[src/rtl/booth_multiplier.sv]
// Sequential radix-2 Booth multiplier for signed operands.
// Each RUN cycle performs one Booth recode/add/shift step. The product is
// registered into RES when the last step completes, and done pulses for
// one cycle while in DONE.
//
// state | meaning
// IDLE  | waiting for start; RES holds the last product
// RUN   | one Booth step per cycle, r_size steps in total
// DONE  | done pulse; RES carries the new product
module booth_multiplier #(
  parameter int m_size   = 4,
  parameter int r_size   = 4,
  parameter int res_size = m_size + r_size
) (
  input  logic                       clk,
  input  logic                       rst,
  input  logic                       start,
  input  logic signed [m_size-1:0]   M,
  input  logic signed [r_size-1:0]   R,
  output logic                       busy,
  output logic                       done,
  output logic signed [res_size-1:0] RES
);

  localparam int cnt_w = $clog2(r_size + 1);

  typedef enum logic [1:0] {ST_IDLE, ST_RUN, ST_DONE} state_t;

  state_t              state_q, state_d;
  logic [m_size-1:0]   m_q, m_d;
  // The accumulator is one bit wider than M so that subtracting the most
  // negative multiplicand cannot overflow.
  logic [m_size:0]     a_q, a_d;
  logic [r_size-1:0]   q_q, q_d;
  logic                q1_q, q1_d;
  logic [cnt_w-1:0]    cnt_q, cnt_d;
  logic [res_size-1:0] res_q, res_d;
  logic                busy_q, busy_d;
  logic                done_q, done_d;

  logic [m_size:0]          m_ext;
  logic [m_size:0]          a_sum;
  logic [m_size+r_size+1:0] sh;

  // Next-state, datapath step and registered-output decode.
  always_comb begin
    state_d = state_q;
    m_d     = m_q;
    a_d     = a_q;
    q_d     = q_q;
    q1_d    = q1_q;
    cnt_d   = cnt_q;
    res_d   = res_q;
    m_ext   = {m_q[m_size-1], m_q};
    a_sum   = a_q;
    sh      = '0;

    case (state_q)
      ST_IDLE: begin
        if (start) begin
          m_d     = M;
          a_d     = '0;
          q_d     = R;
          q1_d    = 1'b0;
          cnt_d   = cnt_w'(r_size);
          state_d = ST_RUN;
        end
      end

      ST_RUN: begin
        case ({q_q[0], q1_q})
          2'b01:   a_sum = a_q + m_ext;
          2'b10:   a_sum = a_q - m_ext;
          default: a_sum = a_q;
        endcase
        // Arithmetic shift of {A, Q, q_1}: the A sign bit is replicated.
        sh    = {a_sum[m_size], a_sum, q_q};
        a_d   = sh[m_size+r_size+1:r_size+1];
        q_d   = sh[r_size:1];
        q1_d  = sh[0];
        cnt_d = cnt_q - cnt_w'(1);
        if (cnt_q == cnt_w'(1)) begin
          res_d   = sh[res_size:1];
          state_d = ST_DONE;
        end
      end

      ST_DONE: begin
        state_d = ST_IDLE;
      end

      default: begin
        state_d = ST_IDLE;
      end
    endcase
  end

  // Busy and done are registered from the state being entered.
  always_comb begin
    busy_d = (state_d == ST_RUN);
    done_d = (state_d == ST_DONE);
  end

  // State and datapath registers; reset aborts any operation in flight.
  always_ff @(posedge clk) begin
    if (rst) begin
      state_q <= ST_IDLE;
      m_q     <= '0;
      a_q     <= '0;
      q_q     <= '0;
      q1_q    <= 1'b0;
      cnt_q   <= '0;
      res_q   <= '0;
      busy_q  <= 1'b0;
      done_q  <= 1'b0;
    end else begin
      state_q <= state_d;
      m_q     <= m_d;
      a_q     <= a_d;
      q_q     <= q_d;
      q1_q    <= q1_d;
      cnt_q   <= cnt_d;
      res_q   <= res_d;
      busy_q  <= busy_d;
      done_q  <= done_d;
    end
  end

  assign busy = busy_q;
  assign done = done_q;
  assign RES  = res_q;

endmodule

[config.mk]
export PLATFORM = sky130hd
export DESIGN_NAME = booth_multiplier
export DESIGN_NICKNAME = d
export VERILOG_FILES = /design/src/rtl/booth_multiplier.sv
export SDC_FILE = /design/constraint.sdc
export NUM_CORES = 1
export LEC_CHECK = 0
export ABC_CLOCK_PERIOD_IN_PS = 5000
export BUFFER_PORTS_ARGS = -buffer_cell sky130_fd_sc_hd__buf_2
export CORE_UTILIZATION = 55
export CTS_CLUSTER_SIZE = 8
export DETAILED_ROUTE_END_ITERATION = 10
export GPL_TIMING_DRIVEN = 0
export PLACE_DENSITY_LB_ADDON = 0.15
export SLEW_MARGIN = 20
export SYNTH_ARGS = -nofsm -noshare
export SYNTH_HDL_FRONTEND = slang
export SYNTH_SLANG_ARGS = --single-unit
[constraint.sdc]
create_clock -name clk -period 5 [get_ports clk]
set_input_delay 0.5 -clock clk [delete_from_list [all_inputs] [get_ports clk]]
set_output_delay 0.5 -clock clk [all_outputs]
set_load 0.02 [all_outputs]
==> impl_summary.txt <==
----------------------------------------------------
[GRT]
  Pin count of the biggest net entering global routing ... 17
  Via count of the first global-routing pass ... 1109
  Grt ovf ... 0
  Global-route usage over all layers ... 24.6%
  Antenna violations before repair ... 0
  Global-route wire length before repair ... 4840 um

[Place]
  Weighted congestion at the end of routability-driven global placement ... 0.921
  Total of buffers placed on input and output ports ... 20
  Pre-CTS setup slack ... 2.54 ns
  Post-detail-place hpwl ... 2200 um
  Dpl cells ... 215

[STA]
  RSZ-0062 raised after global routing ... no
  Final Hold Viols ... 0
  Final worst clock skew ... 0.0177 ns
  Worst Hold Slack ... 0.383 ns
  Slew at the pin closest to its max-slew limit ... between 0.4 and 0.5 ns
  Worst Setup Slack, final ... 2.51 ns
  Headroom to the max-slew limit ... 66.9%
  Max Transition Viols Final ... 0
  Total negative slack ... 0 ns
  Final Setup Violations ... 0
  Period utilisation layout ... 49.8%
  Final critical delay including setup and external delays ... 2.49 ns
  Timing-limited maximum frequency ... between 400 and 500 MHz

[Worst setup path]
  Sort of element at the start of the critical path ... register
  Endpoint arrival time on the critical path ... ~2.7 ns
  Cell chain of the critical path ... inv_1 > ha_1 > mux2_2 > fa_1 > nand2b_1 > a21oi_2 > xnor2_1 > or2_1 > o311ai_1
  Biggest cell delay along the critical path ... approximately 0.42 ns
  Required time reported for the critical path endpoint ... 5.24 ns
  Setup CP Type ... register to register
  Capturing element type of the critical path ... register
  Setup slack, reg-to-reg ... between 2 and 3 ns
  Slowest cell on the critical path ... sky130_fd_sc_hd__dfxtp_1
  Largest fanout of any net on the critical path ... 4

[Floorplan]
  Core area ... 2300 um2
  I/O pins ... 21
  Starting density of the core ... 60.5%
  Die Footprint ... ~2700 um2
  Number of placement rows ... 17
  Vertical extent of the die ... between 50 and 60 um
  DIE WIDTH ... 52.3 um

[Clock tree]
  CTS H-Tree Depth ... 1
  Clock sink count ... 28
  Cts bufs inserted ... 3
  Clock Root Buffer ... sky130_fd_sc_hd__clkbuf_4
  Longest Clk Path Bufs ... 2
  Number of gates resized after CTS ... 0
  Post-CTS Repair Setup Buffers ... 0
  Clock tree from TritonCTS ... done
  Clock network latency to the later pin of the worst-skew pair ... 0.34 ns
  Count of hold-fix buffers inserted at cts ... 0
  Clock-pin slew reported for the worst setup and hold paths after clock tree synthesis ... 0.14 ns

[Routing]
  DRC violations left ... 0
  Total wire length after detailed routing ... 2960 um
  Wire length per cell ... approximately 13 um
  Detailed-routing iteration count for the pre-antenna-repair pass ... 4
  Routed via count divided by cell count ... 5.60
  Antenna Nets Post-Route ... 0
  Overall via count from detail_route ... 1227
  Number of DRC violations after detailed-routing iteration 0 ... 17

[Power and ir drop]
  Power density over the cells ... 321 nW/um2
  Leak pwr ... 0.633 nW
  Peak supply drop ... approximately 280 uV

[Synthesis]
  Dominant cell type by area after synthesis ... sky130_fd_sc_hd__dfxtp_1
  Share of synthesized flip-flops with an asynchronous set or reset ... 0%
  Top_reg_cell synth ... sky130_fd_sc_hd__dfxtp_1
  Post-synthesis area per instance ... about 8.3 um2
  Number of enable-type register cells in the synthesized netlist ... 0
  Fraction of synthesized cell area taken by the top area cell type ... 40.4%
  Unique cell type count in the Yosys netlist ... 36
  Area of the mapped netlist ... 1390 um2
  Sequential share of the synthesized area ... 40.4%
  Synthesized net count ... 187
  Number of instances in the synthesized netlist ... 167
  Number of storage elements in the synthesis netlist ... 28
  Top post-synthesis cells by area ... sky130_fd_sc_hd__dfxtp_1 40%, sky130_fd_sc_hd__ha_1 7.2%, sky130_fd_sc_hd__nand2_1 6.8%
  Yosys warnings ... 0

[Layout]
  Most common cell after layout, fill and taps aside ... sky130_fd_sc_hd__dfxtp_1
  Post-route core utilization ... 68.6%
  Fin nets ... 212
  Fraction of final layout cells with drive strength greater than 1 ... 16.2%
  Non-filler instance count after layout ... 219
  Synthesis-to-finish area growth ... 13.5%
  Most frequent cells in the layout ... 28 x sky130_fd_sc_hd__dfxtp_1, 25 x sky130_fd_sc_hd__nand2_1, 21 x sky130_fd_sc_hd__buf_2
  Total inserted antenna cells ... 0

[Run]
  Maximum Capacitance Violations ... 0

[Run status]
  Run status ... finished, final reports clean

[Worst hold path]
  Worst min path class ... input port to register

----------------------------------------------------
## final cells by class
type	count	area [um2]
clock buffers	3	22.5
clock inverters	1	30.0
fillers	198	721
inverters	11	41.3
flip-flops and latches	28	561
multi-input cells	120	752
repair buffers	20	100
well taps	28	35.0
plain buffers	8	35.0
## worst max-delay path: cells and delay by family (launching register included)
kind	cells	cell delay, ns
fa+ha+maj	2	0.71
flops	1	0.42
simple gates	2	0.41
compound gates	2	0.38
mux	1	0.30
xor+xnor	1	0.11
buf+inv	1	0.07
## Yosys cell counts, types with 2 or more instances
library cell / instances
sky130_fd_sc_hd__nand2b_1: 4
sky130_fd_sc_hd__nand3b_1: 3
sky130_fd_sc_hd__nand2_1: 25
sky130_fd_sc_hd__o211ai_1: 2
sky130_fd_sc_hd__ha_1: 8
sky130_fd_sc_hd__a311oi_1: 7
sky130_fd_sc_hd__a221oi_1: 2
sky130_fd_sc_hd__a21oi_1: 12
sky130_fd_sc_hd__dfxtp_1: 28
sky130_fd_sc_hd__o21ai_0: 8
sky130_fd_sc_hd__a22oi_1: 3
sky130_fd_sc_hd__clkbuf_1: 5
sky130_fd_sc_hd__inv_1: 11
sky130_fd_sc_hd__mux2i_1: 2
sky130_fd_sc_hd__a21oi_2: 2
sky130_fd_sc_hd__nor2b_1: 3
sky130_fd_sc_hd__nor2_1: 20
sky130_fd_sc_hd__xnor2_1: 3
sky130_fd_sc_hd__or3_1: 2
## final timing paths
path | from | to | cells after the start
setup reg to reg | m_q[0] | RES[7] | 9
hold / removal | rst | done | 2
hold reg to reg | RES[0] | RES[0] | 2
setup / recovery | m_q[0] | RES[7] | 9
## layer usage
layer  share of wire (%)  track usage (%)  vias to the layer above  wire (um)
li1                    -                -                      622          -
met1                  46             31.3                      565       1360
met2                  48             41.2                       32       1430
met3                 3.7             2.90                        8        110
met4                 1.9             11.4                        0         55
met5                   0                0                        -          0
## sequential cells by signal, indices dropped and copies added, names as in the netlist
signal,count
RES,8
a_q,4
busy,1
cnt_q,3
done,1
m_q,4
q1_q,1
q_q,4
state_q,2
## stage by stage
step	area, um2	power, mW
floorplan	1390	0.333
global placement	1520	0.354
detailed placement	1520	0.360
CTS	1580	0.510
global route	1580	0.535
finish	1580	0.506
## cells by family after synthesis
family | share of synthesized area [%]
simple gates | 22.2
compound gates | 18.6
flops | 40.4
buf+inv | 5.50
fa+ha+maj | 8.65
xor+xnor | 2.52
mux | 2.25
## power breakdown
part	internal (mW)	switching, mW	total (mW)
Clock	0.0811	0.0694	0.150
Sequential	0.236	0.00910	0.245
Combinational	0.0460	0.0651	0.111
Power figures use the tool's default switching activity.
